File: src/rtl/mem_arbiter_pkg.sv
// Shared encodings for the instruction/data SRAM arbiter: write-enable polarity,
// read-owner tags and the legal range of the starvation limit.
package mem_arbiter_pkg;

  localparam logic D_WEN_WRITE = 1'b0;
  localparam logic D_WEN_READ  = 1'b1;
  localparam logic M_WEN_WRITE = 1'b0;
  localparam logic M_WEN_READ  = 1'b1;
  localparam logic M_CSN_SEL   = 1'b0;
  localparam logic M_CSN_IDLE  = 1'b1;

  localparam int STARVE_MAX_MIN = 1;
  localparam int STARVE_MAX_LIM = 15;
  localparam int STREAK_W       = 4;

  typedef enum logic [1:0] {
    OWN_NONE = 2'd0,
    OWN_I    = 2'd1,
    OWN_D    = 2'd2
  } owner_e;

  // Out-of-range limits are pulled back into 1..15 so the counter width always fits.
  function automatic logic [STREAK_W-1:0] clamp_starve(input int v);
    if (v < STARVE_MAX_MIN) return STREAK_W'(STARVE_MAX_MIN);
    else if (v > STARVE_MAX_LIM) return STREAK_W'(STARVE_MAX_LIM);
    else return STREAK_W'(v);
  endfunction

endpackage

File: src/rtl/mem_arbiter_starve_cnt.sv
// Saturating count of consecutive D grants taken while I is waiting (d_streak).
module arb_starve_cnt
  import mem_arbiter_pkg::*;
#(
  parameter logic [STREAK_W-1:0] MAX = 4'd4
) (
  input  logic                clk_i,
  input  logic                rst_i,
  input  logic                clr_i,
  input  logic                inc_i,
  output logic [STREAK_W-1:0] cnt_o,
  output logic                full_o
);

  logic [STREAK_W-1:0] cnt_q;
  logic [STREAK_W-1:0] cnt_d;

  assign full_o = (cnt_q == MAX);
  assign cnt_o  = cnt_q;

  always_comb begin
    cnt_d = cnt_q;
    if (clr_i) begin
      cnt_d = '0;
    end else if (inc_i && !full_o) begin
      cnt_d = cnt_q + STREAK_W'(1);
    end
  end

  always_ff @(posedge clk_i) begin
    if (rst_i) begin
      cnt_q <= '0;
    end else begin
      cnt_q <= cnt_d;
    end
  end

endmodule

File: src/rtl/mem_arbiter.sv
// Two-port (instruction fetch / data access) arbiter in front of one single-port
// SRAM with 1-cycle read latency; D has priority, bounded by STARVE_MAX.
//
// Handshake: a requester raises REQ with stable address/data and holds them until
// it sees GNT in the same cycle; GNT is combinational from the current REQ, and the
// read response arrives as RVALID exactly one cycle after a read grant.
module mem_arbiter
  import mem_arbiter_pkg::*;
#(
  parameter int STARVE_MAX = 4
) (
  input  logic        CLK,
  input  logic        RST,
  input  logic        I_REQ,
  input  logic [31:0] I_ADDR,
  output logic        I_GNT,
  output logic        I_RVALID,
  output logic [31:0] I_RDATA,
  input  logic        D_REQ,
  input  logic        D_WEN,
  input  logic [3:0]  D_BE,
  input  logic [31:0] D_ADDR,
  input  logic [31:0] D_WDATA,
  output logic        D_GNT,
  output logic        D_RVALID,
  output logic [31:0] D_RDATA,
  output logic        M_CSN,
  output logic        M_WEN,
  output logic [3:0]  M_BE,
  output logic [31:0] M_ADDR,
  output logic [31:0] M_DI,
  input  logic [31:0] M_DOUT
);

  localparam logic [STREAK_W-1:0] STARVE_LIM = clamp_starve(STARVE_MAX);

  logic                i_gnt_c;
  logic                d_gnt_c;
  logic [STREAK_W-1:0] d_streak;
  logic                streak_full;
  owner_e              owner_q;
  owner_e              owner_d;

  arb_starve_cnt #(
    .MAX (STARVE_LIM)
  ) u_starve_cnt (
    .clk_i  (CLK),
    .rst_i  (RST),
    .clr_i  (!I_REQ || i_gnt_c),
    .inc_i  (d_gnt_c),
    .cnt_o  (d_streak),
    .full_o (streak_full)
  );

  // Grant selection: D wins conflicts until it has starved I for STARVE_MAX grants.
  always_comb begin
    i_gnt_c = 1'b0;
    d_gnt_c = 1'b0;
    if (!RST) begin
      if (I_REQ && D_REQ) begin
        if (streak_full) begin
          i_gnt_c = 1'b1;
        end else begin
          d_gnt_c = 1'b1;
        end
      end else if (I_REQ) begin
        i_gnt_c = 1'b1;
      end else if (D_REQ) begin
        d_gnt_c = 1'b1;
      end
    end
  end

  assign I_GNT = i_gnt_c;
  assign D_GNT = d_gnt_c;

  always_comb begin
    M_CSN  = M_CSN_IDLE;
    M_WEN  = M_WEN_READ;
    M_BE   = 4'b0000;
    M_ADDR = 32'd0;
    M_DI   = 32'd0;
    if (i_gnt_c) begin
      M_CSN  = M_CSN_SEL;
      M_ADDR = I_ADDR;
    end else if (d_gnt_c) begin
      M_CSN  = M_CSN_SEL;
      M_WEN  = D_WEN;
      M_BE   = D_BE;
      M_ADDR = D_ADDR;
      M_DI   = D_WDATA;
    end
  end

  // Read owner: remembers who gets the SRAM output on the following cycle.
  always_comb begin
    owner_d = OWN_NONE;
    if (RST) begin
      owner_d = OWN_NONE;
    end else if (i_gnt_c) begin
      owner_d = OWN_I;
    end else if (d_gnt_c && (D_WEN == D_WEN_READ)) begin
      owner_d = OWN_D;
    end
  end

  always_ff @(posedge CLK) begin
    if (RST) begin
      owner_q <= OWN_NONE;
    end else begin
      owner_q <= owner_d;
    end
  end

  // RST also masks RVALID so a read granted just before reset never completes.
  always_comb begin
    I_RVALID = (owner_q == OWN_I) && !RST;
    D_RVALID = (owner_q == OWN_D) && !RST;
  end

  assign I_RDATA = M_DOUT;
  assign D_RDATA = M_DOUT;

endmodule

File: config.mk
export PLATFORM = sky130hd
export DESIGN_NAME = mem_arbiter
export DESIGN_NICKNAME = d
export VERILOG_FILES = /design/src/rtl/mem_arbiter_pkg.sv /design/src/rtl/mem_arbiter_starve_cnt.sv /design/src/rtl/mem_arbiter.sv
export SDC_FILE = /design/constraint.sdc
export NUM_CORES = 1
export LEC_CHECK = 0
export BUFFER_PORTS_ARGS = -buffer_cell sky130_fd_sc_hd__buf_2
export CORE_AREA = 2 2 107 109
export CTS_BUF_LIST = sky130_fd_sc_hd__clkbuf_8
export CTS_CLUSTER_DIAMETER = 80
export DETAILED_ROUTE_END_ITERATION = 6
export DIE_AREA = 0 0 109 111
export PLACE_DENSITY = 0.58
export SLEW_MARGIN = 20
export SYNTH_ARGS = -nofsm -noshare
export SYNTH_HDL_FRONTEND = slang
export SYNTH_SLANG_ARGS = --single-unit
File: constraint.sdc
create_clock -name CLK -period 1.8 [get_ports CLK]
set_input_delay 0.09 -clock CLK [delete_from_list [all_inputs] [get_ports CLK]]
set_output_delay 0.09 -clock CLK [all_outputs]
set_load 0.005 [all_outputs]
# Word-level counts from Yosys, hierarchy flattened
# Index checks and enable logic that the tools add are counted.
[op_classes]
n_addsub = 1
n_eq_ne = 3
n_mux = 21
reduce_logical = 11
[op_table]
columns = ["cell", "count"]
rows = [
  ["two-way mux 32 bit", 4],
  ["two-way mux 1 bit", 14],
  ["two-way mux 4 bit", 2],
  ["logical AND 1 bit", 5],
  ["adder 4 x 1 -> 4 bit (second input constant)", 1],
  ["equality test 4 x 3 -> 1 bit (second input constant)", 1],
  ["OR reduction 2 bit", 2],
  ["logical NOT 1 bit", 3],
  ["equality test 2 x 1 -> 1 bit (second input constant)", 1],
  ["equality test 2 bit (second input constant)", 1],
  ["two-way mux 2 bit", 1],
  ["logical OR 1 bit", 1],
]
[totals]
register_bits = 6
inputBits = 137
output_inout_bits = 138

# Logic depth before layout (Yosys ltp)
# Gate-level depths: netlist (run 1).
[depth]
word_depth = 7
ltp_mapped = 7
depth_no_buf = 5

# Hierarchy
# From an unflattened synthesis (run 1), not the netlist that was laid out.
[hier_totals]
hier_cells = 263
area_unflattened_um2 = 2232.1
[modules_own_cells]
columns = ["mod", "n_inst", "cells_per_inst", "area_per_inst_um2", "seq_area_each_um2"]
rows = [
  ["mem_arbiter", 1, 238, 2003.2, 40.0],
  ["arb_starve_cnt", 1, 25, 229.0, 80.1],
]

# Worst setup path before layout (run 1)
# OpenSTA, ideal clock, no wires.
[synth_path]
path_kind = "register -> output"
startpoint = "reg u_starve_cnt.cnt_q[0], in the netlist u_starve_cnt.cnt_o[0]"
endpoint = "out M_BE[0]"
arrival_ps = 1293
required_ps = 1710
setup_slack_ps = 417
stages_incl_launch_ff = 8
path_cell_list = "dfxtp_1 inv_1 ha_1 nand3b_4 o211a_1 buf_6 buf_2 and2_1"
[synth_between]
elab_chain_len = 6
word_cells_on_any_way = 9
cone_classes = "eq/ne (1); mux (8)"
[synth_lines]
columns = ["item", "line", "source"]
rows = [
  ["from (decl)", "mem_arbiter_starve_cnt.sv:15", "logic [STREAK_W-1:0] cnt_q;"],
  ["from (signal assigned)", "mem_arbiter_starve_cnt.sv:34", "cnt_q <= cnt_d;"],
  ["equality test 4 x 3 -> 1 bit", "mem_arbiter_starve_cnt.sv:18", "assign full_o = (cnt_q == MAX);"],
  ["two-way mux 1 bit", "mem_arbiter.sv:61", "if (streak_full) begin"],
  ["two-way mux 1 bit", "mem_arbiter.sv:60", "if (I_REQ && D_REQ) begin"],
  ["two-way mux 1 bit", "mem_arbiter.sv:59", "if (!RST) begin"],
  ["via D_GNT", "mem_arbiter.sv:24", "output logic D_GNT,"],
  ["two-way mux 4 bit", "mem_arbiter.sv:86", "end else if (d_gnt_c) begin"],
  ["two-way mux 4 bit", "mem_arbiter.sv:83", "if (i_gnt_c) begin"],
  ["to (decl)", "mem_arbiter.sv:29", "output logic [3:0] M_BE,"],
]
# The timed path passes the listed nets, and every way through them passes these cells.

# Worst setup path in the final report (run 1)
[layout_path]
startpoint = "reg u_starve_cnt.cnt_q[0], in the netlist u_starve_cnt.cnt_o[0]"
endpoint = "out M_DI[22]"
[layout_between]
elab_chain_len = 6
word_cells_on_any_way = 9
cone_classes = "eq/ne (1); mux (8)"
[layout_lines]
columns = ["item", "line", "source"]
rows = [
  ["equality test 4 x 3 -> 1 bit *", "mem_arbiter_starve_cnt.sv:18", ""],
  ["two-way mux 1 bit", "mem_arbiter.sv:61", ""],
  ["two-way mux 1 bit", "mem_arbiter.sv:60", ""],
  ["two-way mux 1 bit", "mem_arbiter.sv:59", ""],
  ["two-way mux 32 bit", "mem_arbiter.sv:86", ""],
  ["two-way mux 32 bit *", "mem_arbiter.sv:83", ""],
  ["to (decl)", "mem_arbiter.sv:31", "output logic [31:0] M_DI,"],
]
# Mark *: on every way between the ends. The rest lies on a longest branch, timed or not.

==> summary.md, run 1 <==
| Metric | Value |
|---|---|
| F_max | 556.8 MHz |
| Sequential fraction of the synthesis area | 0.08759 |
| Ports | 275 |
| # port buffers | roughly 180 |
| Die H | approximately 110 µm |
| Tot GR Track Use | 0.07042 |
| Final Slew Violations | 0 |
| Critical Path Slowest Stage Cell | o211a_4 |
| FP Rows | 39 |
| Grt met3 use | 0.01587 |
| Worst Setup Start Kind | flip-flop |
| Avg Vias per Cell | about 3.8 |
| Post-layout min period | 1.796 ns |
| Worst setup EP type | output port |
| Vias in the first global route | approximately 1500 |
| CP Buf/Inv Count | 3 |
| Peak fanout along the critical path | 13 |
| Worst path required time | 1.71 ns |
| Power Density | 324.4 nW/µm² |
| Nets | 434 |
| Final hold violations | 0 |
| Synthesized Nets | 313 |
| Root buf cell | clkbuf_8 |
| Clock buffer depth | 2 |
| Iter 0 DRT Violations | 34 |
| P&R area growth vs syn | 63.87% |
| Fill cell count | 1234 |
| Max VDD drop | between 0.15 and 0.2 mV |
| DRC viols | 0 |
| CTS tree | built |
| Outcome | complete, no violations |
| Via count | 1658 |
| Worst-path clk slew | 0.03 ns |
| Cell area after synthesis | 1371 µm² |
| Clk_lat worst skew | 0.22 ns |
| Total Wirelength | between 6 and 7 mm |
| WS Path Type | reg2out |
| CP Cell Sequence | inv_2 > ha_4 > nand3b_4 > o211a_4 > clkbuf_16 > and2_1 > buf_2 |
| Num CTS Buffers | 3 |
| M1 GR Usage | 0.06368 |
| Post-route ant nets | 0 |
| Final period util | 0.9977 |
| Leakage power | 0.001277 µW |
| Layout Skew | 0.003932 ns |
| Starting density of the core | 0.1238 |
| H-Tree Depth | 1 |
| First-pass GRT wire length | roughly 6.8 mm |
| Kind of cell adding the most delay to the critical path | buffers and inverters |
| Setup TNS | 0 ns |
| Gr busiest metal | met2 |
| Die area | 12100 µm² |
| Core area | 11080 µm² |
| Synth Instances | 174 |
| Worst path max stage delay | 0.35 ns |
| WL per Instance | 14.43 µm |
| Initial antenna violation count | 0 |
| Largest net degree at the start of global routing | 52 |
| Final setup violation count | 0 |
| Slew margin rel. | 0.8268 |
| Congestion Overflow GR | 0 |
| Mean post-synth cell area | 7.881 µm² |
| Slew @ Worst Pin | around 0.26 ns |
| HPWL Detailed | 4.390 mm |
| Share of layout cells above drive strength 1 | 0.7235 |
| Total of max-cap violations | 0 |
| Seq cells post-synth | 6 |
| GPL Wtd Cong | between 0.8 and 0.9 |
| Clock tree sinks | 6 |
| CP arrival | 1.71 ns |
| Die W | 109 µm |
| Synth warnings | 0 |
| Hold WC Path Type | in2reg |
| GR Util met2 | 0.1441 |
| Drt first pass iters | 4 |
| RSZ-0062 raised after global routing | yes |
| # hold bufs at CTS | 0 |
| Synth cell types | 20 |
| Diode count | 0 |
| Worst hold slack | 0.09187 ns |
[per-stage QoR]
step | worst slack [ns] | cell area [µm²] | total power (µW) | utilization | cells
2_1_floorplan | 0.4172 | 1371 | 382.6 | - | 174
3_5_place_dp | 0.2039 | 1914 | 460.7 | 0.1728 | 423
5_1_grt | -0.05836 | 2247 | 780.0 | 0.2029 | 436
3_3_place_gp | 0.2594 | 1914 | 456.3 | 0.1728 | 423
6_report | 0.004053 | 2247 | 729.1 | 0.2029 | 436
4_1_cts | 0.01169 | 1969 | 668.6 | 0.1778 | 426
[sequential cells by signal, indices dropped and copies added, names as in the netlist]
name	count
owner_q	2
u_starve_cnt.cnt_o	4
[per-layer routing]
layer,share of wire,up-vias
li1,-,763
met1,0.33,719
met2,0.54,152
met3,0.11,24
met4,0.021,0
met5,0,-
[path summary, 6_finish.rpt]
path | endpoint | slack (ns) | start | depth (start not counted)
worst min-delay path | owner_q[1]$_SDFF_PP0_ | 0.09 | D_WEN | 2
worst max register to register | owner_q[1]$_SDFF_PP0_ | 0.41 | u_starve_cnt.cnt_o[0]$_SDFFE_PP0P_ | 6
worst min register to register | u_starve_cnt.cnt_o[0]$_SDFFE_PP0P_ | 0.53 | u_starve_cnt.cnt_o[0]$_SDFFE_PP0P_ | 2
worst max-delay path | M_DI[22] | 0.004 | u_starve_cnt.cnt_o[0]$_SDFFE_PP0P_ | 7
[cell usage after synthesis]
| master | n | area share |
|---|---|---|
| a21oi_1 | 1 | 0.0036 |
| buf_6 | 5 | 0.041 |
| dfxtp_1 | 6 | 0.088 |
| nor3b_1 | 2 | 0.011 |
| inv_1 | 5 | 0.014 |
| nand3b_4 | 1 | 0.015 |
| a21oi_2 | 1 | 0.0064 |
| xnor2_1 | 1 | 0.0064 |
| nand2b_1 | 2 | 0.0091 |
| nand2_1 | 1 | 0.0027 |
| nor3_1 | 4 | 0.015 |
| nor2_1 | 1 | 0.0027 |
| o211a_1 | 1 | 0.0073 |
| buf_4 | 67 | 0.37 |
| a22o_1 | 32 | 0.20 |
| buf_2 | 3 | 0.011 |
| and2_1 | 37 | 0.17 |
| xor2_1 | 1 | 0.0064 |
| ha_1 | 2 | 0.018 |
| nand3_1 | 1 | 0.0036 |
[cell usage in the layout, fill, tap and decap left out, types with 4 or more instances in the layout]
cell type	n
and2_1	27
and2_4	10
buf_2	168
nor3_1	4
a22o_1	32
dfxtp_1	4
clkbuf_16	4
buf_6	13
[repair_timing]
action                     CTS  global route
gates cloned                 0             8
pin swaps                    0             8
gates resized for setup      3            29
setup buffers                0             2
setup endpoints to repair   29            68
[where the power goes]
group,internal (µW),total [µW],switching (µW)
registers,136,138,1.74
logic,240,393,153
clock network,143,198,54.9
[layout make-up]
class | count | area [µm²] | share of cell area
sequential | 6 | 125.1 | 0.05568
tap | 143 | 178.9 | 0.07962
inverter | 5 | 18.77 | 0.008352
multi-input combinational | 89 | 720.7 | 0.3207
clock buffer | 3 | 41.29 | 0.01837
timing repair buffer | 190 | 1162 | 0.5173
[logic make-up after synthesis]
family / Yosys count / synth area share
buffers and inverters: 80 / 0.4325
XOR/XNOR: 2 / 0.01278
AND/OR/NAND/NOR: 49 / 0.2272
adder cells (fa/ha/maj): 2 / 0.01825
AO/OA/AOI/OAI: 35 / 0.2217
flip-flops: 6 / 0.08759
[worst register-to-register path, delay by kind of cell (launching register included)]
family | cells | cell delay, ns
flops | 1 | 0.34
buf+inv | 2 | 0.23
compound gates | 1 | 0.31
simple gates | 2 | 0.27
fa+ha+maj | 1 | 0.13
No activity file was read; power rests on OpenSTA's default activity.
==> run 2, diff against run 1 <==
CELL_PAD_IN_SITES_DETAIL_PLACEMENT = 1   (was not set)
CELL_PAD_IN_SITES_GLOBAL_PLACEMENT = 2   (was not set)
CORE_AREA = not set   (was 2 2 107 109)
CORE_MARGIN = 2   (was not set)
CORE_UTILIZATION = 10   (was not set)
DIE_AREA = not set   (was 0 0 109 111)
PLACE_DENSITY = 0.95   (was 0.58)
==> run 2 against run 1 <==
Net effect: flip-flop and latch count did not move; critical path depth did not move; first-iteration DRC count fell by 62%; sequential power barely moved; non-clock buffer count fell by 5; highest routed layer unchanged.
==> summary.md, run 2 (synthesis gave the netlist of run 1 again) <==
| Metric | Value |
|---|---|
| Final hold violations | 0 |
| Congestion Overflow GR | 0 |
| CP Cell Sequence | inv_2 > ha_4 > nand3b_4 > o211a_4 > buf_12 > a22o_1 > buf_2 |
| HPWL Detailed | roughly 5.4 mm |
| Combinational share of power | 0.509 |
| GPL Wtd Cong | 0.7330 |
| Max FFs per register | 4 |
| RSZ-0062 raised after global routing | yes |
| Final period util | 0.9827 |
| CP Buf/Inv Count | 3 |
| Worst path required time | 1.71 ns |
| Drt first pass iters | 4 |
| Root buf cell | clkbuf_8 |
| Via count | 1610 |
| Slew margin rel. | 0.8010 |
| Pint | 488.7 µW |
| Crit. Startpoint | u_starve_cnt.cnt_o[0]$_SDFFE_PP0P_ |
| Leakage power | 0.001210 µW |
| P_sw | around 200 µW |
| Total of max-cap violations | 0 |
| WL per Instance | 13.74 µm |
| H-Tree Depth | 1 |
| Ports | between 200 and 300 |
| Reg2reg start | u_starve_cnt.cnt_o[0]$_SDFFE_PP0P_ |
| Initial antenna violation count | 0 |
| Critical Path Slowest Stage Cell | dfxtp_2 |
| WS Path Type | reg2out |
| Die area | 14670 µm² |
| Clk_lat worst skew | 0.22 ns |
| Final Slew Violations | 0 |
| Clock tree sinks | 6 |
| First-pass GRT wire length | 8.328 mm |
| Post-layout min period | 1.769 ns |
| Vias in the first global route | about 1600 |
| Worst path max stage delay | 0.33 ns |
| Num CTS Buffers | 3 |
| Kind of cell adding the most delay to the critical path | compound AO/OA/AOI/OAI gates |
| CTS tree | built |
| Commonest non-fill, non-tap cell in the layout | buf_2 |
| Starting density of the core | 0.1031 |
| Largest net degree at the start of global routing | between 40 and 50 |
| Reg2reg path depth | 6 |
| Clock power share | 0.289 |
| CP arrival | 1.68 ns |
| Most frequent cells in the layout | buf_2 (178), and2_1 (35), a22o_1 (32), nor3_1 (4), dfxtp_1 (4) |
| DRC viols | 0 |
| Sequential power share | 0.202 |
| Nets | 428 |
| Die W | 121.1 µm |
| Power Density | 326.5 nW/µm² |
| DP Area | 1971 µm² |
| Slew @ Worst Pin | 0.2985 ns |
| # port buffers | approximately 180 |
| Die H | around 120 µm |
| Worst Setup Start Kind | flip-flop |
| Worst hold slack | slightly above 0.08 ns |
| Share of layout cells above drive strength 1 | 0.6899 |
| Peak fanout along the critical path | 8 |
| Worst-path clk slew | 0.03 ns |
| Net switching share of the total power | 0.2903 |
| Iter 0 DRT Violations | 13 |
| Stages on worst setup path | 7 |
| Post-route ant nets | 0 |
| Hold WC Path Type | in2reg |
| Power, Total | 688.7 µW |
| Worst reg2reg endpoint | owner_q[1]$_SDFF_PP0_ |
| FP Rows | between 40 and 50 |
| # hold bufs at CTS | 0 |
| Layout Skew | 0.003210 ns |
| Clock buffer depth | 2 |
| F_max | 565.3 MHz |
| Core area | 13300 µm² |
| Total Wirelength | 6.360 mm |
| Max VDD drop | 0.1149 mV |
| Worst setup EP type | output port |
| Final setup violation count | 0 |
| Setup slack of the most critical reg-to-reg path | ~0.4 ns |
| Tot GR Track Use | 0.07332 |
| Diode count | 0 |
| P&R area growth vs syn | 53.83% |
| Design Area, Final | 2110 µm² |
| Outcome | complete, no violations |
| Setup crit end | M_ADDR[8] |
| Avg Vias per Cell | 3.477 |
==> run 2: cell types whose count changed in the layout (fill, tap and decap cells not counted), sizes merged <==
cell,delta
buf,-3
clkbuf,-2
o211a,-1
==> run 2: area by class of cell <==
cell class,count,area (µm²)
timing repair buffer,185,1016
inverter,5,18.77
tap,176,220.2
multi-input combinational,88,690.7
fill,1674,11190
sequential,6,122.6
clock buffer,3,41.29
==> run 2: timing repair <==
action	4_1_cts	5_1_grt
resized for setup	5	7
pin swaps	0	2
endpoints found under the setup margin	32	62
endpoints found under the hold margin	0	0
buffers inserted	0	1
gates cloned	0	2
==> run 2: power by group through the flow <==
| stage | clock network (µW) | registers, µW | logic, µW |
|---|---|---|---|
| finish | 199 | 139 | 350 |
| global route | 218 | 140 | 386 |
| CTS | 208 | 139 | 339 |
| detailed placement | 0 | 141 | 332 |
| global placement | 0 | 141 | 328 |
| floorplan | 0 | 140 | 242 |
==> run 2: worst reg2reg max path: cells and delay by family (launching register included) <==
| family | cells | cell delay, ns |
|---|---|---|
| AO/OA/AOI/OAI | 1 | 0.32 |
| adder cells (fa/ha/maj) | 1 | 0.14 |
| buffers and inverters | 2 | 0.25 |
| flip-flops | 1 | 0.33 |
| AND/OR/NAND/NOR | 2 | 0.26 |
==> run 2: through the flow <==
stage | util | worst slack (ns) | instances | TNS (ns)
floorplan | - | 0.4172 | 174 | 0
global placement | 0.1482 | 0.07996 | 457 | 0
detailed placement | 0.1482 | 0.06806 | 457 | 0
CTS | 0.1530 | 0.0009031 | 460 | 0
global route | 0.1587 | -0.02514 | 463 | -0.4972
finish | 0.1587 | 0.03115 | 463 | 0
==> run 2: per-layer routing <==
metal | GRT usage | vias to the layer above | routed length (µm)
met1 | 0.06697 | 684 | 1947
li1 | - | 746 | -
met2 | 0.1478 | 174 | 3378
met4 | 0.01817 | 0 | 54
met5 | 0 | - | 0
met3 | 0.02914 | 6 | 979
==> run 2: how the worst min path moves through the flow <==
stage / endpoint / cells past startpoint / startpoint
final: owner_q[1]$_SDFF_PP0_ / 2 / D_WEN
after global routing: owner_q[1]$_SDFF_PP0_ / 2 / D_WEN
after CTS: owner_q[1]$_SDFF_PP0_ / 2 / D_WEN
after detailed placement: D_RDATA[15] / 0 / M_DOUT[15]
after global placement: D_RDATA[15] / 0 / M_DOUT[15]
after floorplan: owner_q[0]$_SDFF_PP0_ / 1 / D_REQ
